===== src/rtl/rc4_pkg.sv =====
// Shared types for the RC4 key-search controller.
// Optional watchdog build switch: RC4_KEY_SEARCH_TIMEOUT_EN.
package rc4_pkg;

    localparam int KEY_WIDTH = 24;

    typedef logic [KEY_WIDTH-1:0] key_t;

    typedef enum logic [2:0] {
        ST_IDLE      = 3'd0,
        ST_LAUNCH    = 3'd1,
        ST_WAIT      = 3'd2,
        ST_FOUND     = 3'd3,
        ST_EXHAUSTED = 3'd4
`ifdef RC4_KEY_SEARCH_TIMEOUT_EN
        ,
        ST_TIMEOUT   = 3'd5
`endif
    } key_search_state_t;

endpackage


===== src/rtl/rc4_key_search_ctrl_if.sv =====
// Handshake between the key-search sequencer (master) and the KSA/decrypt datapath (slave).
// Optional watchdog build switch elsewhere: RC4_KEY_SEARCH_TIMEOUT_EN.
interface rc4_key_search_ctrl_if #(
    parameter int KEY_WIDTH = rc4_pkg::KEY_WIDTH
);

    logic                 dp_start;
    logic [KEY_WIDTH-1:0] secret_key;
    logic                 dp_done;
    logic                 dp_key_found;

    modport master (
        output dp_start,
        output secret_key,
        input  dp_done,
        input  dp_key_found
    );

    modport slave (
        input  dp_start,
        input  secret_key,
        output dp_done,
        output dp_key_found
    );

endinterface


===== src/rtl/rc4_key_counter.sv =====
// Candidate-key register: loads the first key, steps by one, flags the last key of the range.
// Optional watchdog build switch elsewhere: RC4_KEY_SEARCH_TIMEOUT_EN.
module rc4_key_counter #(
    parameter int                   KEY_WIDTH = 24,
    parameter logic [KEY_WIDTH-1:0] KEY_START = '0,
    parameter logic [KEY_WIDTH-1:0] KEY_END   = '1
) (
    input  logic                 clk,
    input  logic                 reset_n,
    input  logic                 load,
    input  logic                 inc,
    output logic [KEY_WIDTH-1:0] q,
    output logic                 is_last
);

    // The owner never asks for an increment past KEY_END, so no wrap handling is needed.
    always_ff @(posedge clk or negedge reset_n) begin
        if (!reset_n) begin
            q <= KEY_START;
        end else if (load) begin
            q <= KEY_START;
        end else if (inc) begin
            q <= q + KEY_WIDTH'(1);
        end
    end

    assign is_last = (q == KEY_END);

endmodule


===== src/rtl/rc4_key_search_ctrl.sv =====
// Brute-force RC4 key-search sequencer driving the KSA/decrypt datapath one candidate at a time.
// Define RC4_KEY_SEARCH_TIMEOUT_EN to add the per-candidate watchdog and TIMEOUT state.
module rc4_key_search_ctrl #(
    parameter int                   KEY_WIDTH      = 24,
    parameter logic [KEY_WIDTH-1:0] KEY_START      = 24'h000000,
    parameter logic [KEY_WIDTH-1:0] KEY_END        = 24'h3FFFFF,
    parameter int                   TIMEOUT_CYCLES = 65536
) (
    input  logic                        clk,
    input  logic                        reset_n,
    input  logic                        search_start,
    input  logic                        search_abort,
    rc4_key_search_ctrl_if.master       dp,
    output logic                        busy,
    output logic                        key_found,
    output logic                        key_exhausted,
    output logic [KEY_WIDTH-1:0]        keys_tried,
    output logic                        dp_timeout
);

    import rc4_pkg::*;

    if (KEY_END < KEY_START) begin : g_range_check
        $error("rc4_key_search_ctrl: KEY_END is below KEY_START");
    end

    if (TIMEOUT_CYCLES < 1) begin : g_timeout_check
        $error("rc4_key_search_ctrl: TIMEOUT_CYCLES must be at least 1");
    end

    key_search_state_t    state;
    key_search_state_t    state_nxt;
    logic [KEY_WIDTH-1:0] key_q;
    logic                 key_is_last;
    logic                 key_load;
    logic                 key_inc;
    logic                 wait_done;
    logic                 wd_expire;

    assign busy       = (state == ST_LAUNCH) || (state == ST_WAIT);
    assign key_load   = !busy && search_start;
    // Abort outranks a coincident dp_done, so that completion is simply dropped.
    assign wait_done  = (state == ST_WAIT) && dp.dp_done && !search_abort;
    assign key_inc    = wait_done && !dp.dp_key_found && !key_is_last;

    assign dp.dp_start   = (state == ST_LAUNCH);
    assign dp.secret_key = key_q;

    rc4_key_counter #(
        .KEY_WIDTH (KEY_WIDTH),
        .KEY_START (KEY_START),
        .KEY_END   (KEY_END)
    ) u_key_counter (
        .clk     (clk),
        .reset_n (reset_n),
        .load    (key_load),
        .inc     (key_inc),
        .q       (key_q),
        .is_last (key_is_last)
    );

    always_comb begin
        state_nxt = state;
        case (state)
            ST_LAUNCH: begin
                state_nxt = search_abort ? ST_IDLE : ST_WAIT;
            end
            ST_WAIT: begin
                if (search_abort) begin
                    state_nxt = ST_IDLE;
                end else if (dp.dp_done) begin
                    if (dp.dp_key_found) begin
                        state_nxt = ST_FOUND;
                    end else if (key_is_last) begin
                        state_nxt = ST_EXHAUSTED;
                    end else begin
                        state_nxt = ST_LAUNCH;
                    end
                end
`ifdef RC4_KEY_SEARCH_TIMEOUT_EN
                else if (wd_expire) begin
                    state_nxt = ST_TIMEOUT;
                end
`endif
            end
            default: begin
                if (search_start) begin
                    state_nxt = ST_LAUNCH;
                end
            end
        endcase
    end

    // Starting a new search wipes the previous verdict and count.
    always_ff @(posedge clk or negedge reset_n) begin
        if (!reset_n) begin
            state         <= ST_IDLE;
            keys_tried    <= '0;
            key_found     <= 1'b0;
            key_exhausted <= 1'b0;
        end else begin
            state <= state_nxt;
            if (key_load) begin
                keys_tried    <= '0;
                key_found     <= 1'b0;
                key_exhausted <= 1'b0;
            end else if (wait_done) begin
                keys_tried <= keys_tried + KEY_WIDTH'(1);
                if (dp.dp_key_found) begin
                    key_found <= 1'b1;
                end else if (key_is_last) begin
                    key_exhausted <= 1'b1;
                end
            end
        end
    end

`ifdef RC4_KEY_SEARCH_TIMEOUT_EN
    localparam int WD_W = $clog2(TIMEOUT_CYCLES + 1);

    logic [WD_W-1:0] wdog;
    logic            timeout_q;

    assign wd_expire  = (state == ST_WAIT) && !dp.dp_done && !search_abort
                        && (wdog == WD_W'(TIMEOUT_CYCLES - 1));
    assign dp_timeout = timeout_q;

    // The watchdog sits at zero outside WAIT, so it restarts for every candidate.
    always_ff @(posedge clk or negedge reset_n) begin
        if (!reset_n) begin
            wdog      <= '0;
            timeout_q <= 1'b0;
        end else begin
            if (state != ST_WAIT) begin
                wdog <= '0;
            end else if (!wd_expire) begin
                wdog <= wdog + WD_W'(1);
            end
            if (key_load) begin
                timeout_q <= 1'b0;
            end else if (wd_expire) begin
                timeout_q <= 1'b1;
            end
        end
    end
`else
    assign wd_expire  = 1'b0;
    assign dp_timeout = 1'b0;
`endif

endmodule


===== src/flat_wrapper.sv =====
// flat-port wrapper written by rule: the top's interface ports become plain ports
module rc4_key_search_ctrl_flat import rc4_pkg::*;
#(
    parameter int                   KEY_WIDTH      = 24,
    parameter logic [KEY_WIDTH-1:0] KEY_START      = 24'h000000,
    parameter logic [KEY_WIDTH-1:0] KEY_END        = 24'h3FFFFF,
    parameter int                   TIMEOUT_CYCLES = 65536
)
  (clk, reset_n, search_start, search_abort, busy, key_found, key_exhausted, keys_tried, dp_timeout, dp_dp_start, dp_secret_key, dp_dp_done, dp_dp_key_found);
  rc4_key_search_ctrl_if #(.KEY_WIDTH(KEY_WIDTH)) dp_i ();
  input  logic clk;
  input  logic reset_n;
  input  logic search_start;
  input  logic search_abort;
  output logic busy;
  output logic key_found;
  output logic key_exhausted;
  output logic [KEY_WIDTH-1:0] keys_tried;
  output logic dp_timeout;
  output wire logic [$bits(dp_i.dp_start)-1:0] dp_dp_start;
  output wire logic [$bits(dp_i.secret_key)-1:0] dp_secret_key;
  input wire logic [$bits(dp_i.dp_done)-1:0] dp_dp_done;
  input wire logic [$bits(dp_i.dp_key_found)-1:0] dp_dp_key_found;
  assign dp_dp_start = dp_i.dp_start;
  assign dp_secret_key = dp_i.secret_key;
  assign dp_i.dp_done = dp_dp_done;
  assign dp_i.dp_key_found = dp_dp_key_found;
  rc4_key_search_ctrl #(.KEY_WIDTH(KEY_WIDTH), .KEY_START(KEY_START), .KEY_END(KEY_END), .TIMEOUT_CYCLES(TIMEOUT_CYCLES)) u_core (.clk(clk), .reset_n(reset_n), .search_start(search_start), .search_abort(search_abort), .dp(dp_i), .busy(busy), .key_found(key_found), .key_exhausted(key_exhausted), .keys_tried(keys_tried), .dp_timeout(dp_timeout));
endmodule

===== config.mk =====
export PLATFORM = sky130hd
export DESIGN_NAME = rc4_key_search_ctrl_flat
export DESIGN_NICKNAME = d
export VERILOG_FILES = /design/src/rtl/rc4_pkg.sv /design/src/rtl/rc4_key_search_ctrl_if.sv /design/src/rtl/rc4_key_counter.sv /design/src/rtl/rc4_key_search_ctrl.sv /design/src/flat_wrapper.sv
export SDC_FILE = /design/constraint.sdc
export NUM_CORES = 1
export LEC_CHECK = 0
export BUFFER_PORTS_ARGS = -buffer_cell sky130_fd_sc_hd__buf_2
export CORE_ASPECT_RATIO = 1.25
export CORE_MARGIN = 3
export CORE_UTILIZATION = 35
export CTS_BUF_LIST = sky130_fd_sc_hd__clkbuf_8
export DETAILED_ROUTE_END_ITERATION = 10
export GPL_TIMING_DRIVEN = 0
export SKIP_CTS_REPAIR_TIMING = 1
export SLEW_MARGIN = 20
export SYNTH_ARGS = -nofsm -noshare
export SYNTH_HDL_FRONTEND = slang
export SYNTH_SLANG_ARGS = --single-unit

===== constraint.sdc =====
create_clock -name clk -period 2.1 [get_ports clk]
set_clock_uncertainty 0.1 [all_clocks]
set_input_delay 0.42 -clock clk [delete_from_list [all_inputs] [get_ports clk]]
set_output_delay 0.42 -clock clk [all_outputs]
set_load 0.02 [all_outputs]

; Word-level counts from Yosys, hierarchy flattened
; Index checks and enable logic that the tools add are counted.
[word_totals]
ff_bits = 53
out_inout_bits = 53
elab_cells = 48
[classes]
add_sub_neg = 2
eq_ne = 5
mux = 18
reduce_logical = 18
[op_table]
columns = op, count
row1 = $mux 24, 4
row2 = $add 24x1->24 const B, 2
row3 = $eq 24x22->1 const B, 1
row4 = $mux 3, 5
row5 = $reduce_bool 2->1, 4
row6 = $mux 1, 7
row7 = $pmux 3 s2, 1
row8 = $logic_and 1x1->1, 5
row9 = $logic_not 1->1, 4
row10 = $reduce_and 2->1, 2
row11 = $eq 3x1->1 const B, 1
row12 = $eq 3x2->1 const B, 1
row13 = $ne 3x3->1 const B, 1
row14 = $reduce_and 3->1, 1
row15 = $reduce_bool 3->1, 1
row16 = $mux 2, 1
row17 = $ne 2x1->1 const B, 1
row18 = $logic_or 1x1->1, 1

; Longest topological paths before layout
[depth]
ltp_word = 7
depth_mapped = 7
mapped_depth_nobuf = 6

; Hierarchy
; Synthesis repeated with hierarchy kept, for this count alone.
[hier_totals]
hier_cells = 297
hier_area_um2 = 2803.9
[modules_own_cells]
columns = module, instances, cells_per_inst, area_each_um2
row1 = rc4_key_search_ctrl, 1, 166, 1544.0
row2 = rc4_key_counter, 1, 131, 1260.0

; Least setup slack after synthesis
; Ideal clock, no wire load.
[synth_path]
path_type = reg2reg
start = register u_core.u_key_counter.q[16]
end = register u_core.u_key_counter.q[19]
setup_time_ps = 120
t_arrival_ps = 1727
path_slack_ps = 153
stages_incl_launch_ff = 5
path_cell_list = dfrtp_1 nand4_4 nor4_4 a41oi_1 a31o_2
[synth_via]
elab_chain_len = 4
elab_cells_between_ends = 7
classes_between = add/sub (1) / eq/ne (1) / mux (2) / reduce/logical (3)
[synth_lines]
columns = element, line
row1 = "start, declared", rc4_key_counter.sv:12  ; output logic [KEY_WIDTH-1:0] q,
row2 = "start signal, assigned", rc4_key_counter.sv:23  ; q <= q + KEY_WIDTH'(1);
row3 = branches (longest 4 deep; another with $add 24x1->24), -
; Parallel ways; which one is timed is not known. The select of a mux whose other input is x is not followed.
; A chain may end at the register's enable or synchronous reset.

; Worst setup path after layout
[layout_path]
start = register u_core.u_key_counter.q[4]
end = register u_core.u_key_counter.q[22]
; The elaborated chain is that of the path after synthesis.

==> impl_metrics.json <==
{
  "powerDensity_mw_per_mm2": 650.4,
  "die_area_mm2": 0.009501,
  "r2r_end": "u_core.u_key_counter.q[22]",
  "period_share_pct": 94.89,
  "worstSetupStartpointType": "flip-flop",
  "netlist_top_cells_count": "dfrtp_1 (53), nor2_1 (47), nand2_1 (27)",
  "finalSetupTns_ns": 0,
  "avgSynthCellArea_um2": 9.533,
  "critPathMaxFanout": 7,
  "worstSetupPathType": "flip-flop to flip-flop",
  "placedInstanceArea_mm2": 0.003333,
  "critPathCapture": "u_core.u_key_counter.q[22]",
  "run_status": "finished, final reports clean",
  "place_inst": 459,
  "die_w_um": 87.79,
  "yosysMostFrequentCell": "dfrtp_1",
  "hold_path.class": "input pin to asynchronous set/reset pin",
  "post-place-ws_ns": -0.02459,
  "nets": 389,
  "layout-drive-gt1-share_pct": 28.80,
  "firstDrtPassIters": 4,
  "synthSimpleGateAreaFrac_pct": 28.26,
  "synth-seq-area-share_pct": 45.32,
  "r2r_cells": 5,
  "synth_top_family_by_area": "simple AND/OR/NAND/NOR gates",
  "gp_congestion": 0.7879,
  "hold_viol": 0,
  "instances_no_fill": 477,
  "grt_start_max_net_pins": 54,
  "syn_area_mm2": 0.002927,
  "cts_sinks": 53,
  "crit_path_end_kind": "flip-flop",
  "drcViolationCount": 0,
  "ant_nets": 0,
  "syn_to_final_growth_pct": 21.33,
  "yosysTopAreaCellShare_pct": 45.32,
  "port_buffers": 57,
  "maxSlewViolCount": 0,
  "synth_xor_xnor_area_share_pct": 8.978,
  "ir_worst_vdd_mv": 0.2387,
  "p_leak_nw": 1.649,
  "reg2reg_from": "u_core.u_key_counter.q[4]",
  "relSlewSlack_pct": 53.84,
  "synth_top_cell_by_area": "dfrtp_1",
  "initial_utilization_pct": 36.71,
  "final_area_mm2": 0.003551,
  "clk_pin_slew_ns": 0.11,
  "total_power_mw": 2.309,
  "synth_compound_area_share_pct": 11.29,
  "io_pins": 59,
  "gr-total-overflow": 0,
  "vias": 2476,
  "startpoint": "u_core.u_key_counter.q[4]",
  "finalSetupViolCount": 0,
  "finalWorstSetupSlack_ns": 0.1073,
  "synth_ff_type": "dfrtp_1",
  "cts_max_level": 2,
  "synthCells": 307,
  "synthMuxAreaShare_pct": 1.710,
  "cts_root_buf": "clkbuf_8",
  "synth_cell_types": 52,
  "wl_per_cell_um": 14.60,
  "async_flop_share_pct": 100.0,
  "grt_pass1_vias": 2290,
  "clockBufferDepth": 2,
  "synth_fa_ha_area_share_pct": 0.8551,
  "drt-total-wl_um": 6966,
  "synth_area_leaders": "dfrtp_1 (45%), xnor2_1 (7.5%), nor2_1 (6.0%), nand2_1 (3.5%), nand4_1 (2.6%)",
  "rows": 36,
  "crit_required_ns": 2.21,
  "drt_iter0_markers": 90,
  "ys_ff_latch": 53,
  "worstMarginPinSlew_ns": 0.6923,
  "reg2reg_setup_slack_ns": 0.11,
  "dpl.hpwl_um": 4948,
  "cts_inserted_buffers": 5,
  "cp_data_arrival_time_ns": 2.10,
  "core-area_mm2": 0.007973,
  "track_usage_pct": 15.16,
  "synth-edff-count": 0,
  "yosys_warnings": 0,
  "clock_latency_ns": 0.31,
  "rsz0062_at_grt": "yes",
  "fmax_ghz": 0.5018,
  "grt_pass1_wl_um": 11560,
  "synth_fp_nets": 315,
  "fin_crit_ns": 1.993,
  "antenna_found_initial": 0,
  "viasPerCell": 5.191,
  "tritoncts": "yes",
  "antennaDiodeCount": 0,
  "maxCapViolCount": 0,
  "dieHeight_um": 108.2
}
[through the flow]
step,util [%],hold WS [ns]
floorplan,-,0.02441
global placement,41.78,0.3867
detailed placement,41.81,0.3911
CTS,42.98,0.07173
global route,44.54,0.09477
finish,44.54,0.03855
[cells in the final DEF (no fill, tap or decap), types with 5 or more instances in the layout]
cell type	count
xor2_1	5
and2_1	6
or3_1	8
inv_1	8
buf_4	13
a21oi_1	12
xnor2_1	25
nand2_1	26
buf_2	61
clkbuf_8	5
o21ai_0	11
and4_1	6
nand3_1	11
nand4_1	12
mux2i_1	5
dfrtp_1	50
nor2_1	46
nor3_1	11
[critical path, stage by stage, from the launching register on]
cell and delay (ns):
dfrtp_1 0.45, nand4_1 0.28, or4_4 0.62, nor4_4 0.18, mux2i_1 0.21, nor2_1 0.05
[power by group]
group | internal [mW] | switching, mW
Sequential | 1.06 | 0.0246
Clock | 0.242 | 0.370
Combinational | 0.198 | 0.418
[how the worst min path moves through the flow]
| stage | endpoint | startpoint | depth (start not counted) |
|---|---|---|---|
| finish | u_core.keys_tried[13] | reset_n | 1 |
| global route | u_core.keys_tried[8] | reset_n | 1 |
| CTS | u_core.keys_tried[13] | reset_n | 1 |
| detailed placement | u_core.key_exhausted | u_core.key_exhausted | 1 |
| global placement | u_core.key_exhausted | u_core.key_exhausted | 1 |
| floorplan | u_core.key_exhausted | reset_n | 0 |
[state kept, by name (all words and copies together) (netlist names)]
| name | count |
|---|---|
| u_core.u_key_counter.q | 24 |
| u_core.keys_tried | 24 |
| u_core.key_exhausted | 1 |
| u_core.state | 3 |
| u_core.key_found | 1 |
[layout make-up]
cell class / instances / area (um2)
fill: 809 / 4422
buffer: 12 / 73.82
tap: 95 / 118.9
clock inverter: 3 / 25.02
multi-input combinational: 234 / 1541
timing repair buffer: 67 / 362.8
inverter: 8 / 30.03
sequential: 53 / 1330
clock buffer: 5 / 68.82
[logic make-up after synthesis]
| group | count (synthesis) |
|---|---|
| AOI/OAI and AO/OA | 46 |
| and+or+nand+nor | 150 |
| buffers and inverters | 20 |
| xor gates and xnor gates | 30 |
| adders and majority gates | 2 |
| DFF | 53 |
| muxes | 5 |
| other | 1 |
[metal layers]
layer  vias up  routed length (um)  GRT usage (%)
met3         2                 246          2.515
met2        54                3539          25.48
met5         -                   0              0
met1      1181                3170          20.52
li1       1239                   -              -
met4         0                  10          2.961
No activity file was read; power rests on OpenSTA's default activity.
